### src/rtl/guard_reset_sequencer.sv
// Recovery sequencer for AXI guard timeouts: isolate, drain, reset the subordinate, recover, clear guards.
// Optional statistics (seq_count_o, drain_to_o) are built only when GUARD_SEQ_STATS_EN is defined.
module guard_reset_sequencer #(
  parameter int CntWidth  = 8,
  parameter bit AutoClear = 1'b1
) (
  input  logic                clk_i,
  input  logic                rst_i,
  input  logic                wr_reset_req_i,
  input  logic                rd_reset_req_i,
  input  logic                hs_pending_i,
  input  logic [CntWidth-1:0] drain_cycles_i,
  input  logic [CntWidth-1:0] rst_cycles_i,
  input  logic [CntWidth-1:0] recover_cycles_i,
  input  logic                sw_clear_i,
  input  logic                irq_clr_i,
  output logic                isolate_o,
  output logic                slv_rst_o,
  output logic                guard_clear_o,
  output logic                irq_o,
  output logic                busy_o,
  output logic [1:0]          cause_o,
  output logic [15:0]         seq_count_o,
  output logic                drain_to_o,
  output logic [2:0]          state_o
);

  typedef enum logic [2:0] {
    S_IDLE    = 3'd0,
    S_DRAIN   = 3'd1,
    S_RESET   = 3'd2,
    S_RECOVER = 3'd3,
    S_CLEAR   = 3'd4
  } state_t;

  state_t              state_q;
  logic [CntWidth-1:0] cnt_q;
  logic [CntWidth-1:0] lim_q;
  logic [CntWidth-1:0] cnt_inc;
  logic                holdoff_q;
  logic [1:0]          req;
  logic                cnt_done;
  logic                drain_exit;

  assign req        = {rd_reset_req_i, wr_reset_req_i};
  assign cnt_inc    = cnt_q + CntWidth'(1);
  // A phase lasts max(limit, 1) cycles; the counter holds once this is true.
  assign cnt_done   = (lim_q == '0) || (cnt_inc == lim_q);
  assign drain_exit = !hs_pending_i || cnt_done;
  assign state_o    = state_q;

  always_ff @(posedge clk_i) begin
    if (rst_i) begin
      state_q       <= S_IDLE;
      cnt_q         <= '0;
      lim_q         <= '0;
      holdoff_q     <= 1'b0;
      isolate_o     <= 1'b0;
      slv_rst_o     <= 1'b0;
      guard_clear_o <= 1'b0;
      irq_o         <= 1'b0;
      busy_o        <= 1'b0;
      cause_o       <= 2'b00;
    end else begin
      guard_clear_o <= 1'b0;
      if (irq_clr_i) irq_o <= 1'b0;
      case (state_q)
        S_IDLE: begin
          holdoff_q <= 1'b0;
          if ((|req) && !holdoff_q) begin
            state_q   <= S_DRAIN;
            cause_o   <= req;
            irq_o     <= 1'b1;
            lim_q     <= drain_cycles_i;
            cnt_q     <= '0;
            isolate_o <= 1'b1;
            busy_o    <= 1'b1;
          end
        end
        S_DRAIN: begin
          cause_o <= cause_o | req;
          if (drain_exit) begin
            state_q   <= S_RESET;
            lim_q     <= rst_cycles_i;
            cnt_q     <= '0;
            slv_rst_o <= 1'b1;
          end else begin
            cnt_q <= cnt_inc;
          end
        end
        S_RESET: begin
          cause_o <= cause_o | req;
          if (cnt_done) begin
            state_q   <= S_RECOVER;
            lim_q     <= recover_cycles_i;
            cnt_q     <= '0;
            slv_rst_o <= 1'b0;
          end else begin
            cnt_q <= cnt_inc;
          end
        end
        S_RECOVER: begin
          cause_o <= cause_o | req;
          if (cnt_done) begin
            if (AutoClear || sw_clear_i) begin
              state_q       <= S_CLEAR;
              guard_clear_o <= 1'b1;
            end
          end else begin
            cnt_q <= cnt_inc;
          end
        end
        S_CLEAR: begin
          // Holdoff masks the guard request that is still high for one cycle after the clear.
          state_q   <= S_IDLE;
          holdoff_q <= 1'b1;
          isolate_o <= 1'b0;
          busy_o    <= 1'b0;
        end
        default: begin
          state_q   <= S_IDLE;
          isolate_o <= 1'b0;
          slv_rst_o <= 1'b0;
          busy_o    <= 1'b0;
        end
      endcase
    end
  end

`ifdef GUARD_SEQ_STATS_EN
  logic [15:0] seq_count_q;
  logic        drain_to_q;

  always_ff @(posedge clk_i) begin
    if (rst_i) begin
      seq_count_q <= 16'h0000;
      drain_to_q  <= 1'b0;
    end else begin
      if (state_q == S_CLEAR && seq_count_q != 16'hFFFF) seq_count_q <= seq_count_q + 16'h0001;
      if (state_q == S_DRAIN && drain_exit) drain_to_q <= hs_pending_i;
    end
  end

  assign seq_count_o = seq_count_q;
  assign drain_to_o  = drain_to_q;
`else
  assign seq_count_o = 16'h0000;
  assign drain_to_o  = 1'b0;
`endif

endmodule
### config.mk
export PLATFORM = sky130hd
export DESIGN_NAME = guard_reset_sequencer
export DESIGN_NICKNAME = d
export VERILOG_FILES = /design/src/rtl/guard_reset_sequencer.sv
export SDC_FILE = /design/constraint.sdc
export NUM_CORES = 1
export LEC_CHECK = 0
export ABC_AREA = 1
export CORE_MARGIN = 8
export CORE_UTILIZATION = 30
export DETAILED_ROUTE_END_ITERATION = 7
export PLACE_DENSITY = 0.67
export SLEW_MARGIN = 25
export SYNTH_ARGS = -nofsm -noshare
export SYNTH_HDL_FRONTEND = slang
export SYNTH_SLANG_ARGS = --single-unit
### constraint.sdc
create_clock -name clk_i -period 1.8 [get_ports clk_i]
set_input_delay 0.36 -clock clk_i [delete_from_list [all_inputs] [get_ports clk_i]]
set_output_delay 0.36 -clock clk_i [all_outputs]
set_load 0.1 [all_outputs]
==> qor.yml <==
status: "finished, violations left"
violations: "negative setup slack"
grt_pass1_vias: 1936
start_util: 0.306
setup_viol: 19
dieHeight_um: 93.1
dr.pass1.iters: 4
ant_nets: 0
io_pins: 58
cp.depth: 14
synth.avg_cell_area_sq_um: 6.30
fin_nets: 378
clockRootBuffer: "clkbuf_8"
placed_area_sq_um: 2440
fmax_mhz: 531
crit_required_ns: 2.01
cts_buffers: 3
synthSimpleGateAreaFrac: 0.403
final_util: 0.464
finClkSkew_ns: 0.00265
hold_path.class: "flip-flop to flip-flop"
gp_congestion: 0.787
design_area_sq_um: 2700
synth_compound_gate_area_share: 0.119
path_cells: "ha_4, nand3_4, o21ai_4, buf_4, nand3_1, nand2_2, nor2_4, nand3_4, nand3_4, buf_4, buf_4, nand3_1, nand2_1, a21oi_1"
wire_per_inst_um: 12.3
clock_path_buffers: 2
multi_input_area_sq_um: 1180
ys_types: 27
power.total_uw: 5380
synthTopCellsByArea: "dfxtp_1, nand2_1, buf_4"
grt-ovfl-total: 0
arrival_ns: 2.10
synth_top_family_by_area: "simple AND/OR/NAND/NOR gates"
ys_ff_latch: 26
htreeDepth: 1
antenna_found_initial: 0
synth_edf_count: 0
synth_xor_area_frac: 0.00492
finalCriticalPeriod_ns: 1.88
whs_ns: 0.504
cpPeakStageDelay_ns: 0.37
grt_usage: 0.115
yosysTopAreaCell: "dfxtp_1"
ir_worst_vdd_mv: 1.40
fill_cells: 616
n_antenna_cell: 0
grt_first_pass_wirelength_um: 8460
wl_um: 5190
grt_max_degree: 20
finalHoldViolations: 0
vias: 1934
drive_gt1_frac: 0.246
synth_commonest_cells: "nand2_1, nor2_1, inv_1"
path_clk_slew_ns: 0.09
die_x_um: 93.1
reg2reg_depth: 14
first_iter_violations: 62
crit_path_end_kind: "flip-flop"
critPathKind: "flip-flop to flip-flop"
portBuffers: 39
cp_top_family: "simple AND/OR/NAND/NOR gates"
cts.sinks: 26
synth_most_common_cell: "nand2_1"
p_leak_uw: 0.00124
via_per_inst: 4.60
crit_slowest_cell: "dfxtp_2"
ys.warnings.count: 0
syn_area_sq_um: 1780
drc: 0
syn_inst: 283
cts_tree: "yes"
fin_setup_tns_ns: -1.06
synth-main-ff-cell: "dfxtp_1"
rows: 28
min_path_cells: 2
synth_top_area_frac: 0.292
startpoint_type: "flip-flop"
place_hpwl_um: 3690
async_flop_share: 0
p_per_area_nw_per_um2: 2000
syn_to_final_growth_pct: 51.4
synthAdderAreaFrac: 0.00702
regArea_sq_um: 539
synth_mux_area_frac: 0
clk_latency_ns: 0.27
seq_area_frac_synth: 0.292
min_period_over_period: 1.05
setup_ws_ns: -0.0826
core_sq_um: 5820
cap_violations: 0
cp_num_buf_inv: 3
slew_violations: 0
cp_max_fo: 5
rsz0062_at_grt: "true"
dieArea_sq_um: 8660
## state kept, by name, summed over array words and instances, names as in the netlist
register	count
cnt_q	8
lim_q	8
state_o	3
cause_o	2
busy_o	1
guard_clear_o	1
holdoff_q	1
irq_o	1
slv_rst_o	1
## cells in the final DEF, fill, tap and decap left out, types with 3 or more instances in the layout
master	count
dfxtp_2	3
nand3_4	3
buf_4	22
clkdlybuf4s50_1	29
clkinv_1	3
nand4_1	11
buf_12	11
clkbuf_8	3
dfxtp_4	4
nand3_1	16
nand2_2	15
nand2_4	3
a21oi_1	23
nand3_2	5
nand2_1	64
dfxtp_1	19
nor2_4	5
nor2_1	31
conb_1	17
inv_1	32
a22o_1	8
## power breakdown
part	internal, uW	total (uW)	switching (uW)
sequential	840	1110	272
clock	159	350	191
combinational	1510	3920	2410
## stage by stage
step                cells  worst slack (ns)
floorplan             299            0.0156
global placement      411            -0.199
detailed placement    411            -0.229
CTS                   419            -0.103
global route          420            -0.230
finish                420           -0.0826
## path summary, 6_finish.rpt
check	from	to	slack, ns
worst max-delay path	cnt_q[0]	slv_rst_o	-0.08
worst min-delay path	irq_o	irq_o	0.50
worst max register to register	cnt_q[0]	slv_rst_o	-0.08
worst min register to register	irq_o	irq_o	0.50
## final cells by class
cell class	count	share of cell area
clock buffers	4	0.0167
inverters	37	0.0515
multi-input cells	214	0.438
flip-flops and latches	26	0.200
well taps	75	0.0348
repair buffers	64	0.259
## tightest hold or removal path, delay by kind of cell, from the launching register on
family / cells / cell delay [ns]
DFF: 1 / 0.34
AOI/OAI and AO/OA: 1 / 0.05
and+or+nand+nor: 1 / 0.07
## metal layers
metal | vias up | GRT usage | share of wire
met5 | - | 0 | 0
met4 | 0 | 0.0228 | 0.017
met3 | 7 | 0.0232 | 0.052
met2 | 52 | 0.217 | 0.51
met1 | 871 | 0.129 | 0.42
li1 | 1004 | - | -
## cells by family after synthesis
kind of cell             count (synthesis)
buffers and inverters                   60
flip-flops                              26
AO/OA/AOI/OAI                           36
XOR/XNOR                                 1
AND/OR/NAND/NOR                        158
other                                    1
adder cells (fa/ha/maj)                  1
## repair_timing
action                     in CTS  in global routing
hold buffers                    0                  0
cloned                          0                  1
hold endpoints to repair        0                  0
pin swaps                       7                 11
setup endpoints to repair      19                 21
gates resized for setup        11                 32
buffers inserted                4                  0
No activity file was read; power rests on OpenSTA's default activity.
